$ cat src/rtl/mem_arbiter.sv
// mem_arbiter: two-requester (IFU, LSU) arbiter in front of one memory port.
// Each transaction runs IDLE -> REQ -> WAIT -> IDLE, with only one in flight.
// Request fields are captured when the winner is chosen. They stay stable
// while the memory stalls.
// Optional build macro: YSYX_23060251_ARB_RR_EN selects round-robin on
// contention. The default build uses fixed LSU-over-IFU priority.
module mem_arbiter #(
  parameter int AW = 32,
  parameter int DW = 64
) (
  input  logic            clk_i,
  input  logic            rst_i,
  // fetch requester
  input  logic            ifu_req_valid_i,
  output logic            ifu_req_ready_o,
  input  logic [AW-1:0]   ifu_addr_i,
  output logic            ifu_rsp_valid_o,
  // load/store requester
  input  logic            lsu_req_valid_i,
  output logic            lsu_req_ready_o,
  input  logic [AW-1:0]   lsu_addr_i,
  input  logic            lsu_wen_i,
  input  logic [DW-1:0]   lsu_wdata_i,
  input  logic [DW/8-1:0] lsu_wmask_i,
  output logic            lsu_rsp_valid_o,
  // shared response data
  output logic [DW-1:0]   rsp_rdata_o,
  // downstream memory port
  output logic            mem_req_valid_o,
  input  logic            mem_req_ready_i,
  output logic [AW-1:0]   mem_addr_o,
  output logic            mem_wen_o,
  output logic [DW-1:0]   mem_wdata_o,
  output logic [DW/8-1:0] mem_wmask_o,
  input  logic            mem_rsp_valid_i,
  input  logic [DW-1:0]   mem_rdata_i,
  output logic [1:0]      grant_o
);

  typedef enum logic [1:0] {
    ST_IDLE = 2'd0,
    ST_REQ  = 2'd1,
    ST_WAIT = 2'd2
  } state_e;

  state_e          state_q, state_d;
  // grant_q doubles as the owner register: {lsu, ifu}, zero when idle
  logic [1:0]      grant_q, grant_d;
  logic [AW-1:0]   addr_q, addr_d;
  logic            wen_q, wen_d;
  logic [DW-1:0]   wdata_q, wdata_d;
  logic [DW/8-1:0] wmask_q, wmask_d;
  logic            win_lsu_s;
  logic            live_s;

`ifdef YSYX_23060251_ARB_RR_EN
  // 1 means the LSU wins the next contention; reset favours the IFU
  logic            prio_lsu_q, prio_lsu_d;

  // Round-robin winner selection: on contention, pick the side not granted last
  always_comb begin
    win_lsu_s = lsu_req_valid_i && (!ifu_req_valid_i || prio_lsu_q);
  end
`else
  // Fixed-priority winner selection: the LSU beats the IFU whenever it is valid
  always_comb begin
    win_lsu_s = lsu_req_valid_i;
  end
`endif

  // Next-state, owner and captured request fields for the transaction FSM
  always_comb begin
    state_d    = state_q;
    grant_d    = grant_q;
    addr_d     = addr_q;
    wen_d      = wen_q;
    wdata_d    = wdata_q;
    wmask_d    = wmask_q;
`ifdef YSYX_23060251_ARB_RR_EN
    prio_lsu_d = prio_lsu_q;
`endif
    case (state_q)
      ST_IDLE: begin
        if (ifu_req_valid_i || lsu_req_valid_i) begin
          state_d = ST_REQ;
          if (win_lsu_s) begin
            grant_d = 2'b10;
            addr_d  = lsu_addr_i;
            wen_d   = lsu_wen_i;
            wdata_d = lsu_wdata_i;
            wmask_d = lsu_wmask_i;
          end else begin
            // fetches are always reads with an empty mask
            grant_d = 2'b01;
            addr_d  = ifu_addr_i;
            wen_d   = 1'b0;
            wdata_d = {DW{1'b0}};
            wmask_d = {(DW/8){1'b0}};
          end
        end else begin
          state_d = ST_IDLE;
        end
      end
      ST_REQ: begin
        if (mem_req_ready_i) begin
          state_d = ST_WAIT;
`ifdef YSYX_23060251_ARB_RR_EN
          // favour the side that was not just granted
          prio_lsu_d = grant_q[0];
`endif
        end else begin
          state_d = ST_REQ;
        end
      end
      ST_WAIT: begin
        if (mem_rsp_valid_i) begin
          state_d = ST_IDLE;
          grant_d = 2'b00;
        end else begin
          state_d = ST_WAIT;
        end
      end
      default: begin
        state_d = ST_IDLE;
        grant_d = 2'b00;
      end
    endcase
  end

  // FSM and captured-field registers with synchronous reset
  always_ff @(posedge clk_i) begin
    if (rst_i) begin
      state_q    <= ST_IDLE;
      grant_q    <= 2'b00;
      addr_q     <= {AW{1'b0}};
      wen_q      <= 1'b0;
      wdata_q    <= {DW{1'b0}};
      wmask_q    <= {(DW/8){1'b0}};
`ifdef YSYX_23060251_ARB_RR_EN
      prio_lsu_q <= 1'b0;
`endif
    end else begin
      state_q    <= state_d;
      grant_q    <= grant_d;
      addr_q     <= addr_d;
      wen_q      <= wen_d;
      wdata_q    <= wdata_d;
      wmask_q    <= wmask_d;
`ifdef YSYX_23060251_ARB_RR_EN
      prio_lsu_q <= prio_lsu_d;
`endif
    end
  end

  // Handshake outputs. They are gated by reset so that nothing leaks out
  // during the reset cycle itself.
  always_comb begin
    live_s          = !rst_i;
    mem_req_valid_o = live_s && (state_q == ST_REQ);
    ifu_req_ready_o = mem_req_valid_o && grant_q[0] && mem_req_ready_i;
    lsu_req_ready_o = mem_req_valid_o && grant_q[1] && mem_req_ready_i;
    ifu_rsp_valid_o = live_s && (state_q == ST_WAIT) && grant_q[0] && mem_rsp_valid_i;
    lsu_rsp_valid_o = live_s && (state_q == ST_WAIT) && grant_q[1] && mem_rsp_valid_i;
    grant_o         = live_s ? grant_q : 2'b00;
    rsp_rdata_o     = mem_rdata_i;
    mem_addr_o      = addr_q;
    mem_wen_o       = wen_q;
    mem_wdata_o     = wdata_q;
    mem_wmask_o     = wmask_q;
  end

endmodule

$ cat config.mk
export PLATFORM = sky130hd
export DESIGN_NAME = mem_arbiter
export DESIGN_NICKNAME = d
export VERILOG_FILES = /design/src/rtl/mem_arbiter.sv
export SDC_FILE = /design/constraint.sdc
export NUM_CORES = 1
export LEC_CHECK = 0
export BUFFER_PORTS_ARGS = -buffer_cell sky130_fd_sc_hd__buf_2
export CAP_MARGIN = 10
export CORE_AREA = 2 2 147 149
export DETAILED_ROUTE_END_ITERATION = 6
export DIE_AREA = 0 0 149 151
export SLEW_MARGIN = 20
export SYNTH_ARGS = -nofsm -noshare
export SYNTH_HDL_FRONTEND = slang
export SYNTH_SLANG_ARGS = --single-unit
$ cat constraint.sdc
create_clock -name clk_i -period 3.9 [get_ports clk_i]
set_input_delay 0.195 -clock clk_i [delete_from_list [all_inputs] [get_ports clk_i]]
set_output_delay 0.195 -clock clk_i [all_outputs]
set_load 0.05 [all_outputs]
==> metrics.md <==
| Metric | Value |
|---|---|
| Clk buf depth | `2` |
| CTS tree | `built` |
| Mux cell area share after synthesis | `6.99%` |
| Sequential area share after synthesis | `47.6%` |
| CTS sink count | `109` |
| Max FO, Critical Path | `32` |
| Vias in the first global route | `3,443` |
| Fmax achieved | `0.459 GHz` |
| Port Buffer Count | `254` |
| Min-Delay Path Class | `primary input to flip-flop` |
| Final min period | `2.18 ns` |
| Power density over the cells | `500 mW/mm²` |
| Vias per inst | `4.25` |
| Crit Path Class | `flip-flop to flip-flop` |
| Syn_nets | `612` |
| Slew Viols, Final | `0` |
| Tightest Pin Transition | `0.925 ns` |
| Ant diodes | `0` |
| Resize count post-CTS | `0` |
| Routed vias | `3,641` |
| DR DRC count | `0` |
| Maxcap violations | `0` |
| Fin Setup TNS | `0 ns` |
| Final Hold Vio Count | `0` |
| Largest net degree at the start of global routing | `75` |
| Syn avg cell area | `11.3 µm²` |
| DR WL/cell | `15.9 µm` |
| DP Worst Slack | `1.70 ns` |
| Synth Register Bits | `109` |
| Lkg Pwr | `2.81 nW` |
| Area grow syn2layout | `27.3%` |
| Std-Cell Rows | `53` |
| CTS Hold Bufs | `0` |
| Simple-gate share of the synthesized area | `2.54%` |
| Die X | `149 µm` |
| Die height | `151 µm` |
| Startpoint class of the critical path | `flip-flop` |
| Critical Path AT | `2.36 ns` |
| GPL Wtd Cong | `0.697` |
| Netlist cell types | `30` |
| First-pass GRT wire length | `19,100 µm` |
| Synthesis warning total | `0` |
| Initial core utilization | `22.0%` |
| Adder-cell share of the synthesized area | `0%` |
| Status | `completed` |
| H-tree Lvls | `3` |
| Synth area leader | `dfxtp_1` |
| FILL cells | `2,186` |
| Ranking of synthesized cells by area | `dfxtp_1, a22o_1, buf_4` |
| Worst vdd ir | `174 µV` |
| Post-synth EDFFs | `0` |
| Rel. slew slack | `38.3%` |
| Layout Skew | `0.00631 ns` |
| Mapped cell area | `0.00458 mm²` |
| Critical Path RT | `4.09 ns` |
| CTS Buf Count | `9` |
| DRT iter0 DRCs | `89` |
| Setup crit end kind | `flip-flop` |
| Root Buffer | `clkbuf_16` |
| Mapped Cells | `405` |
| Asr flop ratio synth | `0%` |
| GRT Total Usage | `11.3%` |
| Largest family of logic cells by synthesized area | `compound AO/OA/AOI/OAI gates` |
| Final setup viols | `0` |
| Proportion of layout cells with a drive suffix above 1 | `53.7%` |
| Setup ws final | `1.72 ns` |
| Die area | `0.0225 mm²` |
| Clock Latency Late Sink | `0.35 ns` |
| I/O Pins | `383` |
| TritonRoute pass-1 iters | `4` |
| Synth Area in Compound Gates | `27.2%` |
| Clock transition at path regs | `0.08 ns` |
| Hpwl dp | `10,100 µm` |
| XOR/XNOR Fraction of Synth Area | `0%` |
| Final layout net count | `784` |
| Post-CTS Setup Bufs | `0` |
| Core ar. | `0.0208 mm²` |
| Antenna violations before repair | `0` |
| Synth top area share | `47.6%` |
| Grt ovf | `0` |
| RSZ-0062 raised after global routing | `no` |
| Post-route ant nets | `0` |
| Main synth FF type | `dfxtp_1` |
| Total Wirelength | `13,600 µm` |
| Period utilization | `55.9%` |
-- worst max-delay path, stage by stage (launching register included) --
cell and delay (ns):
dfxtp_1 0.40, nor2_2 0.55, and2_2 0.89, a211oi_1 0.15
-- per-stage QoR --
stage / util (%) / instance area (µm²) / hold slack, ns / power, mW / cells
3_3_place_gp: 26.7 / 5550 / 0.390 / 2.06 / 841
4_1_cts: 28.0 / 5830 / 0.0298 / 2.97 / 856
3_5_place_dp: 26.7 / 5550 / 0.390 / 2.06 / 841
5_1_grt: 28.0 / 5830 / 0.0334 / 3.07 / 856
6_report: 28.0 / 5830 / 0.0514 / 2.92 / 856
2_1_floorplan: - / 4580 / 0.328 / 2.03 / 405
-- flip-flops by register name, summed over array words and instances (netlist names) --
register	count
grant_q	2
mem_addr_o	32
mem_wdata_o	64
mem_wen_o	1
mem_wmask_o	8
state_q	2
-- layer usage --
layer  GRT usage, %  part of all wire [%]  vias to the layer above
li1               -                     -                     1760
met5              0                     0                        -
met4           4.90                   2.3                        0
met1           12.1                    38                     1609
met2           19.1                    48                      248
met3           5.30                    12                       24
-- cell usage after synthesis, types with 2 or more instances --
master,n
a211oi_1,2
a211oi_2,30
a21oi_1,34
a22o_1,73
buf_1,3
buf_2,6
buf_4,64
buf_6,12
clkbuf_1,13
dfxtp_1,109
inv_1,2
mux2i_1,32
nand2b_1,3
nand3b_1,2
nor2_1,5
-- power by group --
group          total [mW]  switching [mW]  internal, mW  leakage [nW]
registers            1.26          0.0511          1.21         0.898
clock network       0.891           0.448         0.443         0.132
logic               0.767           0.541         0.226          1.78
-- final cells by class --
cell class                      count  area, µm²  share of cell area, %
Sequential cell                   109       2180                   37.4
Clock inverter                      6       55.1                  0.944
Multi-Input combinational cell    195       1690                   29.0
Inverter                            2       7.51                  0.129
Timing Repair Buffer              260       1330                   22.8
Tap cell                          275        344                   5.90
Clock buffer                        9        225                   3.86
-- cell families (layout without fill, tap and decap cells) --
kind of cell / Yosys count / count (layout)
compound gates: 144 / 144
flops: 109 / 109
simple gates: 19 / 19
mux: 32 / 32
buf+inv: 101 / 277
-- final timing paths --
path,from,end,slack (ns),depth (start not counted)
max,state_q[0],mem_addr_o[4],1.72,3
min,lsu_wdata_i[23],mem_wdata_o[23],0.05,2
max reg2reg,state_q[0],mem_addr_o[4],1.72,3
min reg2reg,mem_wdata_o[37],mem_wdata_o[37],0.47,1
-- layout by cell type, fill, tap and decap left out, types with 3 or more instances in the layout --
cell / Yosys / final
a211oi_2: 30 / 30
a22o_1: 73 / 73
dfxtp_1: 109 / 109
nor2_1: 5 / 5
mux2i_1: 32 / 32
clkbuf_16: 0 / 9
nand2b_1: 3 / 3
buf_4: 64 / 5
a21oi_1: 34 / 34
buf_2: 6 / 254
Note: power is estimated with default switching activity, not from simulation.
